--- config.mk ---
export PLATFORM = sky130hd
export DESIGN_NAME = sar_search_flat
export DESIGN_NICKNAME = d
export VERILOG_FILES = /design/src/rtl/sar_pkg.sv /design/src/rtl/sar_search_if.sv /design/src/rtl/sar_search.sv /design/src/flat_wrapper.sv
export SDC_FILE = /design/constraint.sdc
export NUM_CORES = 1
export LEC_CHECK = 0
export BUFFER_PORTS_ARGS = -buffer_cell sky130_fd_sc_hd__buf_2
export CORE_MARGIN = 5
export CORE_UTILIZATION = 50
export CTS_BUF_LIST = sky130_fd_sc_hd__clkbuf_16
export DETAILED_ROUTE_END_ITERATION = 7
export GPL_ROUTABILITY_DRIVEN = 0
export GPL_TIMING_DRIVEN = 0
export HOLD_SLACK_MARGIN = 0.15
export PLACE_DENSITY = 0.72
export SETUP_SLACK_MARGIN = 0.5
export SYNTH_ARGS = -nofsm -noshare
export SYNTH_HDL_FRONTEND = slang
export SYNTH_SLANG_ARGS = --single-unit
--- constraint.sdc ---
create_clock -name clk -period 3.1 [get_ports clk]
set_input_delay 0.62 -clock clk [delete_from_list [all_inputs] [get_ports clk]]
set_output_delay 0.62 -clock clk [all_outputs]
set_load 0.01 [all_outputs]
--- src/rtl/sar_pkg.sv ---
// Shared types for the successive-approximation search controller.
// Holds the FSM state encoding and the width helper for the steps counter.
package sar_pkg;

   typedef enum logic [1:0] {
      SAR_IDLE   = 2'd0,
      SAR_SEARCH = 2'd1,
      SAR_DONE   = 2'd2
   } sar_state_t;

   localparam int SAR_SIZE_DEF    = 8;
   localparam int SAR_STEPS_W_DEF = $clog2(SAR_SIZE_DEF + 1);

   // The steps counter must hold the value SIZE itself.
   function automatic int sar_steps_w(input int size);
      return $clog2(size + 1);
   endfunction

endpackage

--- src/rtl/sar_search_if.sv ---
// Handshake and comparator bundle between sar_search and its user.
// The master side drives start and the comparator results; the slave is the search block.
interface sar_search_if #(
   parameter int SIZE = 8
);
   localparam int STEPS_W = sar_pkg::sar_steps_w(SIZE);

   logic               start;
   logic               busy;
   logic [SIZE-1:0]    trial;
   logic               cmp_a_larger;
   logic               cmp_equal;
   logic               done;
   logic [SIZE-1:0]    result;
   logic [STEPS_W-1:0] steps;

   modport master (
      output start, cmp_a_larger, cmp_equal,
      input  busy, trial, done, result, steps
   );

   modport slave (
      input  start, cmp_a_larger, cmp_equal,
      output busy, trial, done, result, steps
   );
endinterface

--- src/rtl/sar_search.sv ---
// Successive-approximation search: drives a trial value into a magnitude comparator
// and settles one bit per cycle MSB-first. Optional macro SAR_SEARCH_EARLY_EXIT_EN ends on equality.
module sar_search
   import sar_pkg::*;
#(
   parameter int SIZE = 8
) (
   input logic        clk,
   input logic        rst,
   sar_search_if.slave bus
);

   localparam int                  STEPS_W   = sar_steps_w(SIZE);
   localparam logic [SIZE-1:0]     MSB_ONE   = {1'b1, {(SIZE-1){1'b0}}};
   localparam logic [STEPS_W-1:0]  COUNT_MAX = STEPS_W'(SIZE);

   sar_state_t         r_state;
   sar_state_t         w_next_state;
   logic [SIZE-1:0]    r_trial;
   logic [SIZE-1:0]    r_mask;
   logic [SIZE-1:0]    r_result;
   logic [STEPS_W-1:0] r_count;
   logic [STEPS_W-1:0] r_steps;
   logic               r_done;
   logic               r_busy;

   logic [SIZE-1:0]    w_trial_d;
   logic [SIZE-1:0]    w_mask_d;
   logic [SIZE-1:0]    w_result_d;
   logic [STEPS_W-1:0] w_count_d;
   logic [STEPS_W-1:0] w_steps_d;
   logic [SIZE-1:0]    w_next_bits;
   logic               w_keep;
   logic               w_last;
   logic               w_early;

   // Both-high from the comparator is illegal but resolves to keep.
   assign w_keep      = bus.cmp_a_larger | bus.cmp_equal;
   assign w_next_bits = w_keep ? r_trial : (r_trial & ~r_mask);
   assign w_last      = r_mask[0];

`ifdef SAR_SEARCH_EARLY_EXIT_EN
   assign w_early = bus.cmp_equal;
`else
   assign w_early = 1'b0;
`endif

   // State register.
   always_ff @(posedge clk or posedge rst) begin
      if (rst) begin
         r_state <= SAR_IDLE;
      end else begin
         r_state <= w_next_state;
      end
   end

   // Next-state decode.
   always_comb begin
      w_next_state = r_state;
      case (r_state)
         SAR_IDLE: begin
            if (bus.start) w_next_state = SAR_SEARCH;
            else           w_next_state = SAR_IDLE;
         end
         SAR_SEARCH: begin
            if (w_last || w_early) w_next_state = SAR_DONE;
            else                   w_next_state = SAR_SEARCH;
         end
         SAR_DONE: w_next_state = SAR_IDLE;
         default:  w_next_state = SAR_IDLE;
      endcase
   end

   // Datapath next values; the mask is a one-hot pointer to the bit under test.
   always_comb begin
      w_trial_d  = r_trial;
      w_mask_d   = r_mask;
      w_result_d = r_result;
      w_count_d  = r_count;
      w_steps_d  = r_steps;
      case (r_state)
         SAR_IDLE: begin
            if (bus.start) begin
               w_trial_d = MSB_ONE;
               w_mask_d  = MSB_ONE;
               w_count_d = '0;
            end else begin
               w_trial_d = r_trial;
            end
         end
         SAR_SEARCH: begin
            w_count_d = (r_count == COUNT_MAX) ? COUNT_MAX : r_count + STEPS_W'(1);
            if (w_early) begin
               w_result_d = r_trial;
               w_trial_d  = r_trial;
            end else if (w_last) begin
               w_result_d = w_next_bits;
               w_trial_d  = w_next_bits;
            end else begin
               w_trial_d = w_next_bits | (r_mask >> 1);
               w_mask_d  = r_mask >> 1;
            end
         end
         SAR_DONE: w_steps_d = r_count;
         default:  w_trial_d = r_trial;
      endcase
   end

   // Datapath and registered handshake outputs.
   always_ff @(posedge clk or posedge rst) begin
      if (rst) begin
         r_trial  <= '0;
         r_mask   <= '0;
         r_result <= '0;
         r_count  <= '0;
         r_steps  <= '0;
         r_done   <= 1'b0;
         r_busy   <= 1'b0;
      end else begin
         r_trial  <= w_trial_d;
         r_mask   <= w_mask_d;
         r_result <= w_result_d;
         r_count  <= w_count_d;
         r_steps  <= w_steps_d;
         r_done   <= (w_next_state == SAR_DONE);
         r_busy   <= (w_next_state != SAR_IDLE);
      end
   end

   assign bus.busy   = r_busy;
   assign bus.trial  = r_trial;
   assign bus.done   = r_done;
   assign bus.result = r_result;
   assign bus.steps  = r_steps;

endmodule

--- src/flat_wrapper.sv ---
// flat-port wrapper written by rule: the top's interface ports become plain ports
module sar_search_flat import sar_pkg::*;
#(
   parameter int SIZE = 8
)
  (clk, rst, bus_start, bus_cmp_a_larger, bus_cmp_equal, bus_busy, bus_trial, bus_done, bus_result, bus_steps);
  sar_search_if #(.SIZE(SIZE)) bus_i ();
  input logic clk;
  input logic rst;
  input wire logic [$bits(bus_i.start)-1:0] bus_start;
  input wire logic [$bits(bus_i.cmp_a_larger)-1:0] bus_cmp_a_larger;
  input wire logic [$bits(bus_i.cmp_equal)-1:0] bus_cmp_equal;
  output wire logic [$bits(bus_i.busy)-1:0] bus_busy;
  output wire logic [$bits(bus_i.trial)-1:0] bus_trial;
  output wire logic [$bits(bus_i.done)-1:0] bus_done;
  output wire logic [$bits(bus_i.result)-1:0] bus_result;
  output wire logic [$bits(bus_i.steps)-1:0] bus_steps;
  assign bus_i.start = bus_start;
  assign bus_i.cmp_a_larger = bus_cmp_a_larger;
  assign bus_i.cmp_equal = bus_cmp_equal;
  assign bus_busy = bus_i.busy;
  assign bus_trial = bus_i.trial;
  assign bus_done = bus_i.done;
  assign bus_result = bus_i.result;
  assign bus_steps = bus_i.steps;
  sar_search #(.SIZE(SIZE)) u_core (.clk(clk), .rst(rst), .bus(bus_i));
endmodule
==> results of run 1 <==
-- state kept, by name (all words and copies together), names as in the netlist --
register and count:
u_core.bus.done 1, u_core.bus.trial 8, u_core.r_state 2, u_core.bus.busy 1, u_core.r_count 4, u_core.r_mask 8, u_core.bus.result 8, u_core.bus.steps 4
-- where the power goes --
part,switching (mW),internal [mW]
registers,0.139,0.651
logic,0.450,0.310
clock network,0.163,0.287
-- synthesized netlist by cell type, drive strengths merged, types with 4 or more instances --
master	count	area, um2
buf	5	27.5
inv	16	60.1
a22o	5	43.8
nand2b	5	31.3
dfrtp	36	901
nor2	5	18.8
a21o	5	37.5
o21ai	21	105
nand3	5	25.0
a221o	4	40.0
nand2	14	52.6
-- worst max-delay path: stages --
cell	delay [ns]
buf_2	0.11
nor2_1	0.44
a311oi_1	0.18
a221o_1	0.28
-- final cells by class --
class | count | area (um2)
Multi-Input combinational cell | 95 | 618
Inverter | 16 | 60.1
Clock buffer | 5 | 125
Buffer | 6 | 31.3
Timing Repair Buffer | 26 | 130
Clock inverter | 2 | 7.51
Sequential cell | 36 | 901
Tap cell | 44 | 55.1
Fill cell | 283 | 1150
-- worst paths after layout --
check | depth (start not counted) | from | endpoint | slack [ns]
max | 4 | bus_cmp_equal | u_core.bus.trial[4] | 1.62
min | 2 | rst | u_core.bus.done | 0.47
max reg2reg | 4 | u_core.r_state[1] | u_core.bus.trial[5] | 1.70
min reg2reg | 1 | u_core.bus.result[2] | u_core.bus.result[2] | 0.47
max in group asynchronous | 2 | rst | u_core.r_mask[3] | 2.17
min in group clk | 1 | u_core.bus.result[2] | u_core.bus.result[2] | 0.47
-- logic make-up (layout without fill, tap and decap cells) --
| family | after synthesis | count (layout) | synth area share [%] |
|---|---|---|---|
| AO/OA/AOI/OAI | 56 | 56 | 24.2 |
| flip-flops | 36 | 36 | 55.9 |
| AND/OR/NAND/NOR | 35 | 35 | 11.2 |
| buffers and inverters | 22 | 55 | 5.67 |
| adder cells (fa/ha/maj) | 2 | 2 | 1.55 |
| multiplexers | 2 | 2 | 1.40 |
-- layer usage --
metal / GRT usage, % / share of wire [%] / vias to the layer above
li1: - / - / 607
met1: 25.6 / 46 / 613
met2: 27.5 / 47 / 39
met3: 5.23 / 6.6 / 2
met4: 5.08 / 0.55 / 0
met5: 0 / 0 / -
==> metrics.md, run 1 <==
| Metric | Value |
|---|---|
| Status | `finished, final reports clean` |
| Hold Path Class | `in2async` |
| Leakage Power | `0.980 nW` |
| Initial antenna violation count | `0` |
| Power Total | `2.00 mW` |
| Post-CTS sizing | `0` |
| Root Buffer | `clkbuf_16` |
| Nature of the critical path endpoint | `flip-flop` |
| Min Tclk post-route | `1.48 ns` |
| DRC Markers | `0` |
| Final Core Density | `62.6%` |
| Post-CTS setup buffers | `0` |
| Hold Slack | `0.469 ns` |
| CP Max Fanout | `8` |
| RSZ-0062 raised after global routing | `false` |
| Most frequent cells in the layout | `dfrtp_1, buf_2, nand2_1` |
| Place WS | `1.21 ns` |
| Inserted Clock Buffers | `5` |
| Hold Violations, Final | `0` |
| Hold Buf Count CTS | `0` |
| Initial Util | `52.3%` |
| Io pins | `27` |
| Req. time, crit path | `3.25 ns` |
| Crit path DAT | `1.63 ns` |
| GRT Total Usage | `18.3%` |
| Worst Slack Setup Final | `1.62 ns` |
| I/O Buffers | `26` |
| Ys async rst share | `100%` |
| Post-synth EDFFs | `0` |
| Worst-Skew Late Latency | `0.27 ns` |
| Final WL | `3.47 mm` |
| Final period util | `47.8%` |
| Grt total ovfl | `0` |
| Antenna cell count | `0` |
| CTS sink count | `36` |
| DRT Pass-1 Iters | `4` |
| Row count | `20` |
| Clk slew on worst S/H paths | `0.05 ns` |
| Critical Path Start Type | `input port` |
| Placed Cells | `223` |
| Predominant post-synthesis flop cell | `dfrtp_1` |
| DR vias/cell | `5.48` |
| Dpl hpwl | `2.58 mm` |
| Final Non-Filler Cells | `230` |
| Max-slew violations | `0` |
| Dpl cell area | `0.00180 mm2` |
| # H-tree levels | `2` |
| Layout Nets | `193` |
| Crit Path Category | `in2reg` |
| DR WL/cell | `15.1 um` |
| Die X | `66.8 um` |
| Relative slew slack | `51.9%` |
| Syn Nets | `160` |
| Die area | `0.00446 mm2` |
| Core area | `0.00308 mm2` |
| Yosys synthesis warning count | `0` |
| First-pass GRT wire length | `6.00 mm` |
| Synth-to-Final Area Change | `19.7%` |
| Design area | `0.00193 mm2` |
| Vias in the first global route | `1,239` |
| Power Density | `1040 mW/mm2` |
| Post-Synthesis Cells | `153` |
| Fraction of final layout cells sized beyond drive strength 1 | `23.1%` |
| Die Ht | `66.8 um` |
| Unique masters post-synth | `33` |
| Mapped Area | `0.00161 mm2` |
| FF+latch count, synth | `36` |
| Final Skew | `0.00159 ns` |
| Worst slew pin tran | `0.720 ns` |
| FMAX | `0.675 GHz` |
| Commonest non-fill, non-tap cell in the layout | `dfrtp_1` |
| Post-route ant nets | `0` |
| Max clock buf depth | `2` |
| Setup_tns | `0 ns` |
| Via count | `1,261` |
| Seq/Total Area, Yosys | `55.9%` |
| Largest net degree at the start of global routing | `37` |
| Setup-failing EPs final | `0` |
| Mean Syn Cell Area | `10.5 um2` |
| Max cap viols | `0` |
| Iteration-0 DRC Markers | `70` |
| CTS tree | `done` |
| Peak VDD IR | `519 uV` |
No activity file was read; power rests on OpenSTA's default activity.
==> run 2: changes to the inputs <==
==> constraint.sdc (replaced) <==
create_clock -name clk -period 1.4 [get_ports clk]
set_input_delay 0.28 -clock clk [delete_from_list [all_inputs] [get_ports clk]]
set_output_delay 0.28 -clock clk [all_outputs]
set_load 0.01 [all_outputs]
==> run 2 against run 1 <==
  * Die area did not move
  * Cell area rose by 22%
  * Sequential share of layout area fell by 8.5 points
  * Utilization rose by 14 points
  * Clock-buffer cell count did not move
  * Cell count rose by 14%
  * Clock power rose by 130%
  * Critical path type is now reg2reg
  * Critical endpoint is now u_core.bus.trial[1]
  * Largest cell class unchanged
==> metrics.md, run 2 (synthesis results as in run 1) <==
| Metric | Value |
|---|---|
| GRT Total Usage | `20.3% (was 18.3%)` |
| Initial Util | `52.3% (unchanged)` |
| Final Non-Filler Cells | `262 (was 230)` |
| NetSw | `2.08 mW (was 752 uW)` |
| I/O Buffers | `26 (unchanged)` |
| Internal | `3.43 mW (was 1.25 mW)` |
| First-pass GRT wire length | `6.73 mm (was 6.00 mm)` |
| Final period util | `90.0%` |
| Via count | `1,462 (was 1,261)` |
| Area of the multi-input gates | `747 um2 (was 618 um2)` |
| Io pins | `27 (unchanged)` |
| DRC Markers | `0 (unchanged)` |
| Hold Violations, Final | `0 (unchanged)` |
| Clock power share | `18.6% (was 22.5%)` |
| Relative slew slack | `47.3% (was 51.9%)` |
| Layout Nets | `225 (was 193)` |
| DR vias/cell | `5.58 (was 5.48)` |
| Row count | `20 (unchanged)` |
| Crit Path Category | `reg2reg (was in2reg)` |
| Crit path DAT | `1.42 ns (was 1.63 ns)` |
| Dpl hpwl | `2.50 mm (was 2.58 mm)` |
| DR WL/cell | `17.2 um (was 15.1 um)` |
| Worst slew pin tran | `0.789 ns (was 0.720 ns)` |
| Crit. Startpoint | `u_core.r_state[0] (was bus_cmp_equal)` |
| Most frequent cells in the layout | `dfrtp_1, buf_4, buf_2 (was dfrtp_1, buf_2, nand2_1)` |
| Synth-to-Final Area Change | `46.2% (was 19.7%)` |
| # H-tree levels | `2 (unchanged)` |
| Commonest non-fill, non-tap cell in the layout | `dfrtp_1 (unchanged)` |
| FMAX | `0.794 GHz` |
| CTS tree | `done (unchanged)` |
| Clk slew on worst S/H paths | `0.05 ns (about the same)` |
| Die X | `66.8 um (unchanged)` |
| Antenna cell count | `0 (unchanged)` |
| Nature of the critical path endpoint | `flip-flop (unchanged)` |
| FF-to-FF Start | `u_core.r_state[0] (was u_core.r_state[1])` |
| Placed Cells | `223 (unchanged)` |
| Req. time, crit path | `1.56 ns (was 3.25 ns)` |
| Reg-to-Reg End | `u_core.bus.trial[1] (was u_core.bus.trial[5])` |
| RSZ-0062 raised after global routing | `true (was false)` |
| Inserted Clock Buffers | `5 (unchanged)` |
| Post-route ant nets | `0 (unchanged)` |
| Iteration-0 DRC Markers | `93 (was 70)` |
| Max clock buf depth | `2 (unchanged)` |
| DRT Pass-1 Iters | `4 (unchanged)` |
| Register area | `901 um2 (unchanged)` |
| Largest net degree at the start of global routing | `37 (unchanged)` |
| Worst-Skew Late Latency | `0.28 ns (was 0.27 ns)` |
| Root Buffer | `clkbuf_16 (unchanged)` |
| Max-slew violations | `0 (unchanged)` |
| Final WL | `4.51 mm (was 3.47 mm)` |
| R2R Setup Slk | `0.14 ns (was 1.70 ns)` |
| Setup_tns | `0 ns (unchanged)` |
| Core area | `0.00308 mm2 (unchanged)` |
| Vias in the first global route | `1,418 (was 1,239)` |
| Reg2Reg Depth | `4 (unchanged)` |
| Leakage Power | `1.21 nW (was 0.980 nW)` |
| Max cap viols | `0 (unchanged)` |
| Status | `finished, final reports clean (unchanged)` |
| Setup-failing EPs final | `0 (unchanged)` |
| Flop pwr share | `32.0% (was 39.5%)` |
| Hold Buf Count CTS | `0 (unchanged)` |
| Die area | `0.00446 mm2 (unchanged)` |
| Initial antenna violation count | `0 (unchanged)` |
| CP Max Fanout | `5 (was 8)` |
| Critical Path Start Type | `flip-flop (was input port)` |
| Hold Path Class | `in2async (unchanged)` |
| Die Ht | `66.8 um (unchanged)` |
| CP endpoint | `u_core.bus.trial[1] (was u_core.bus.trial[4])` |
| CTS sink count | `36 (unchanged)` |
| Sw frac | `37.7% (was 37.6%)` |
| Peak VDD IR | `1180 uV (was 519 uV)` |
| Fraction of final layout cells sized beyond drive strength 1 | `46.8% (was 23.1%)` |
| Final Skew | `0.00217 ns (was 0.00159 ns)` |
| Power Density | `2340 mW/mm2 (was 1040 mW/mm2)` |
| Grt total ovfl | `0 (unchanged)` |
| Worst Slack Setup Final | `0.140 ns (was 1.62 ns)` |
| Place WS | `0.0287 ns (was 1.21 ns)` |
| Fillers | `197 (was 283)` |
| Logic pwr share | `49.4% (was 38.0%)` |
| Min Tclk post-route | `1.26 ns` |
-- run 2: stage by stage --
stage	util, %	total power [mW]	hold WS, ns	area (um2)
6_report	76.5	5.51	0.142	2350
5_1_grt	76.5	5.83	0.211	2350
4_1_cts	71.9	5.09	0.165	2210
3_5_place_dp	60.1	3.55	0.449	1850
3_3_place_gp	60.1	3.48	0.444	1850
2_1_floorplan	-	2.97	0.233	1670
-- run 2: worst min-delay path by stage --
stage          slack (ns)  depth (start not counted)  start           endpoint
6_report             0.14                          2    rst  u_core.r_state[1]
4_1_cts              0.16                          2    rst    u_core.bus.done
3_5_place_dp         0.45                          2    rst    u_core.bus.done
5_1_grt              0.21                          2    rst  u_core.r_state[1]
3_3_place_gp         0.44                          2    rst  u_core.r_state[1]
2_1_floorplan        0.23                          1    rst    u_core.bus.busy
-- run 2: routing by layer --
metal | GRT usage, % | vias up | share of wire [%]
met3 | 6.75 | 8 | 6.3
met2 | 34.4 | 52 | 53
met1 | 24.1 | 728 | 40
met5 | 0 | - | 0
met4 | 6.35 | 0 | 0.91
li1 | - | 674 | -
-- run 2: cell type report --
class / count / area share (%)
plain buffers: 6 / 2.98
clock buffers: 5 / 5.31
clock inverters: 2 / 0.372
inverters: 16 / 2.82
multi-input cells: 95 / 31.7
flip-flops and latches: 36 / 38.3
well taps: 44 / 2.34
repair buffers: 58 / 16.2
-- run 2: power by group through the flow --
| stage | clock network [mW] | registers, mW | logic, mW |
|---|---|---|---|
| finish | 1.03 | 1.76 | 2.72 |
| global placement | 0 | 1.74 | 1.74 |
| global route | 1.08 | 1.80 | 2.95 |
| floorplan | 0 | 1.83 | 1.14 |
| CTS | 1.03 | 1.73 | 2.33 |
| detailed placement | 0 | 1.77 | 1.78 |
-- run 2: repair_timing --
action,in CTS,in global routing
gates resized for setup,18,19
setup buffers,20,10
endpoints found under the hold margin,0,0
cloned,2,0
pin swaps,5,3
endpoints found under the setup margin,58,58
-- run 2: critical path, cell delays in order (launching register included) --
cell     delay [ns]
dfrtp_1        0.41
buf_6          0.16
inv_4          0.04
o311a_1        0.28
a221o_1        0.25
==> run 3: changes to the inputs <==
--- a/config.mk
+++ b/config.mk
@@ -11,7 +11,6 @@
 export CTS_BUF_LIST = sky130_fd_sc_hd__clkbuf_16
 export DETAILED_ROUTE_END_ITERATION = 7
 export GPL_ROUTABILITY_DRIVEN = 0
-export GPL_TIMING_DRIVEN = 0
 export HOLD_SLACK_MARGIN = 0.15
 export PLACE_DENSITY = 0.72
 export SETUP_SLACK_MARGIN = 0.5
==> run 3 against run 2 <==
  * The flow now finishes with violations (hold timing)
  * Clock-buffer cell count stayed put
  * Sequential power is 5% higher
  * Register-to-register slack worse by 0.02 ns
  * Clock skew is 0.0041 ns higher
  * Routed wire length is 20% higher
  * Flip-flop and latch count stayed put
  * Largest power group unchanged
  * First-iteration DRC count is 25% higher
  * Combinational power is 12% higher
  * Die area stayed put
  * Critical path depth stayed put
  * Worst setup slack worse by 0.016 ns
==> metrics.md, run 3 (synthesis results as in run 1) <==
| Metric | Value |
|---|---|
| Status | `complete, but fails checks (was finished, final reports clean)` |
| Failing checks | `hold timing` |
| Die X | `66.8 um (unchanged)` |
| Initial Util | `52.3% (unchanged)` |
| Vias in the first global route | `1,480 (was 1,418)` |
| Final WL | `5.39 mm (was 4.51 mm)` |
| Nature of the critical path endpoint | `flip-flop (unchanged)` |
| Inserted Clock Buffers | `5 (unchanged)` |
| # H-tree levels | `2 (unchanged)` |
| Clk slew on worst S/H paths | `0.05 ns (about the same)` |
| Final Core Density | `82.2% (was 76.5%)` |
| Critical Path Start Type | `flip-flop (unchanged)` |
| Fraction of final layout cells sized beyond drive strength 1 | `50.7% (was 46.8%)` |
| Fillers | `170 (was 197)` |
| Flop pwr share | `30.1% (was 32.0%)` |
| Cell family with most CP delay | `flip-flops (was compound AO/OA/AOI/OAI gates)` |
| Peak VDD IR | `1480 uV (was 1180 uV)` |
| Via count | `1,617 (was 1,462)` |
| Row count | `20 (unchanged)` |
| Power Density | `2430 mW/mm2 (was 2340 mW/mm2)` |
| DR WL/cell | `20.2 um (was 17.2 um)` |
| Final Skew | `0.00631 ns (was 0.00217 ns)` |
| Die Ht | `66.8 um (unchanged)` |
| First-pass GRT wire length | `7.15 mm (was 6.73 mm)` |
| Final Non-Filler Cells | `267 (was 262)` |
| Initial antenna violation count | `0 (unchanged)` |
| Hold Path Class | `in2async (unchanged)` |
| Worst-Skew Late Latency | `0.28 ns (about the same)` |
| CP peak stage delay | `0.44 ns (was 0.41 ns)` |
| Post-route ant nets | `0 (unchanged)` |
| I/O Buffers | `26 (unchanged)` |
| GRT Total Usage | `22.1% (was 20.3%)` |
| Max clock buf depth | `2 (unchanged)` |
| Grt total ovfl | `0 (unchanged)` |
| DRC Markers | `0 (unchanged)` |
| Hold Slack | `-0.00250 ns (was 0.142 ns)` |
| DRT Pass-1 Iters | `4 (unchanged)` |
| Dpl hpwl | `2.77 mm (was 2.50 mm)` |
| NetSw | `2.38 mW (was 2.08 mW)` |
| Antenna cell count | `0 (unchanged)` |
| Logic pwr share | `49.8% (was 49.4%)` |
| Die area | `0.00446 mm2 (unchanged)` |
| RSZ-0062 raised after global routing | `true (unchanged)` |
| Req. time, crit path | `1.56 ns (about the same)` |
| Register area | `905 um2 (was 901 um2)` |
| Placed Cells | `230 (was 223)` |
| Sw frac | `38.7% (was 37.7%)` |
| Hold Violations, Final | `8 (was 0)` |
| Setup-failing EPs final | `0 (unchanged)` |
| Buf/Inv on CP | `1 (was 2)` |
| Crit path DAT | `1.43 ns (was 1.42 ns)` |
| R2R Setup Slk | `0.12 ns (was 0.14 ns)` |
| Most frequent cells in the layout | `dfrtp_1, buf_2, buf_4 (was dfrtp_1, buf_4, buf_2)` |
| Leakage Power | `1.30 nW (was 1.21 nW)` |
| CP cell instances | `buf_4, nor2b_4, a311oi_2, a221o_1 (was buf_6, inv_4, o311a_1, a221o_1)` |
| CP Max Fanout | `5 (unchanged)` |
| Slowest stage cell on the critical path | `dfrtp_2 (was dfrtp_1)` |
| Worst slew pin tran | `0.428 ns (was 0.789 ns)` |
| Io pins | `27 (unchanged)` |
| Layout Nets | `229 (was 225)` |
| Max-slew violations | `0 (unchanged)` |
| Synth-to-Final Area Change | `57.1% (was 46.2%)` |
| Area of the multi-input gates | `843 um2 (was 747 um2)` |
| CTS tree | `done (unchanged)` |
| Root Buffer | `clkbuf_16 (unchanged)` |
| Max cap viols | `0 (unchanged)` |
| Crit Path Category | `reg2reg (unchanged)` |
| Reg2Reg Depth | `4 (unchanged)` |
| Number of cells on the critical path | `4 (unchanged)` |
| Relative slew slack | `71.4% (was 47.3%)` |
| Iteration-0 DRC Markers | `116 (was 93)` |
| Commonest non-fill, non-tap cell in the layout | `dfrtp_1 (unchanged)` |
| Clock power share | `20.1% (was 18.6%)` |
| Final period util | `91.1% (was 90.0%)` |
| Core area | `0.00308 mm2 (unchanged)` |
| DR vias/cell | `6.06 (was 5.58)` |
| CTS sink count | `36 (unchanged)` |
| Internal | `3.77 mW (was 3.43 mW)` |
| Min Tclk post-route | `1.28 ns (was 1.26 ns)` |
| FMAX | `0.784 GHz (was 0.794 GHz)` |
| Largest net degree at the start of global routing | `22 (was 37)` |
## run 3: per-stage QoR
stage | total power, mW | hold WS (ns) | area [um2] | worst slack, ns | setup TNS (ns)
3_3_place_gp | 3.54 | 0.285 | 1900 | 0.0860 | 0
3_5_place_dp | 3.63 | 0.299 | 1900 | -0.0247 | -0.0292
4_1_cts | 5.36 | 0.00616 | 2280 | 0.146 | 0
2_1_floorplan | 2.97 | 0.233 | 1670 | 0.190 | 0
6_report | 6.15 | -0.00250 | 2530 | 0.124 | 0
5_1_grt | 6.45 | 0.0230 | 2530 | 0.0832 | 0
## run 3: worst paths after layout
| path | start | endpoint |
|---|---|---|
| min in group clk | bus_cmp_a_larger | u_core.bus.result[0] |
| min reg2reg | u_core.bus.result[3] | u_core.bus.result[3] |
| max reg2reg | u_core.r_state[0] | u_core.bus.trial[3] |
| min | rst | u_core.r_mask[4] |
| max | u_core.r_state[0] | u_core.bus.trial[3] |
| max in group asynchronous | rst | u_core.bus.trial[4] |
## run 3: layer usage
layer / wire, um / part of all wire (%) / GRT usage [%] / vias to the layer above
met2: 2760 / 51 / 38.0 / 89
li1: - / - / - / 695
met3: 398 / 7.4 / 6.07 / 21
met5: 0 / 0 / 0 / -
met1: 2060 / 38 / 25.7 / 812
met4: 170 / 3.2 / 9.39 / 0
## run 3: layout make-up
| class | instances | share of cell area [%] |
|---|---|---|
| sequential | 36 | 35.8 |
| clock buffer | 5 | 4.95 |
| multi-input combinational | 98 | 33.3 |
| timing repair buffer | 65 | 19.6 |
| tap | 44 | 2.18 |
| inverter | 16 | 2.72 |
| clock inverter | 3 | 1.48 |
## run 3: power by group through the flow
stage / logic [mW] / clock network (mW) / registers, mW
after floorplan: 1.14 / 0 / 1.83
after global placement: 1.74 / 0 / 1.81
after detailed placement: 1.79 / 0 / 1.84
after CTS: 2.35 / 1.24 / 1.77
after global routing: 3.24 / 1.31 / 1.90
final: 3.06 / 1.23 / 1.85
## run 3: what timing repair did
action                     in CTS  in global routing
resized for setup              24                 36
setup endpoints to repair      58                 58
pin swaps                       7                 11
gates cloned                    1                  2
hold endpoints to repair       15                 15
buffers inserted               17                  9
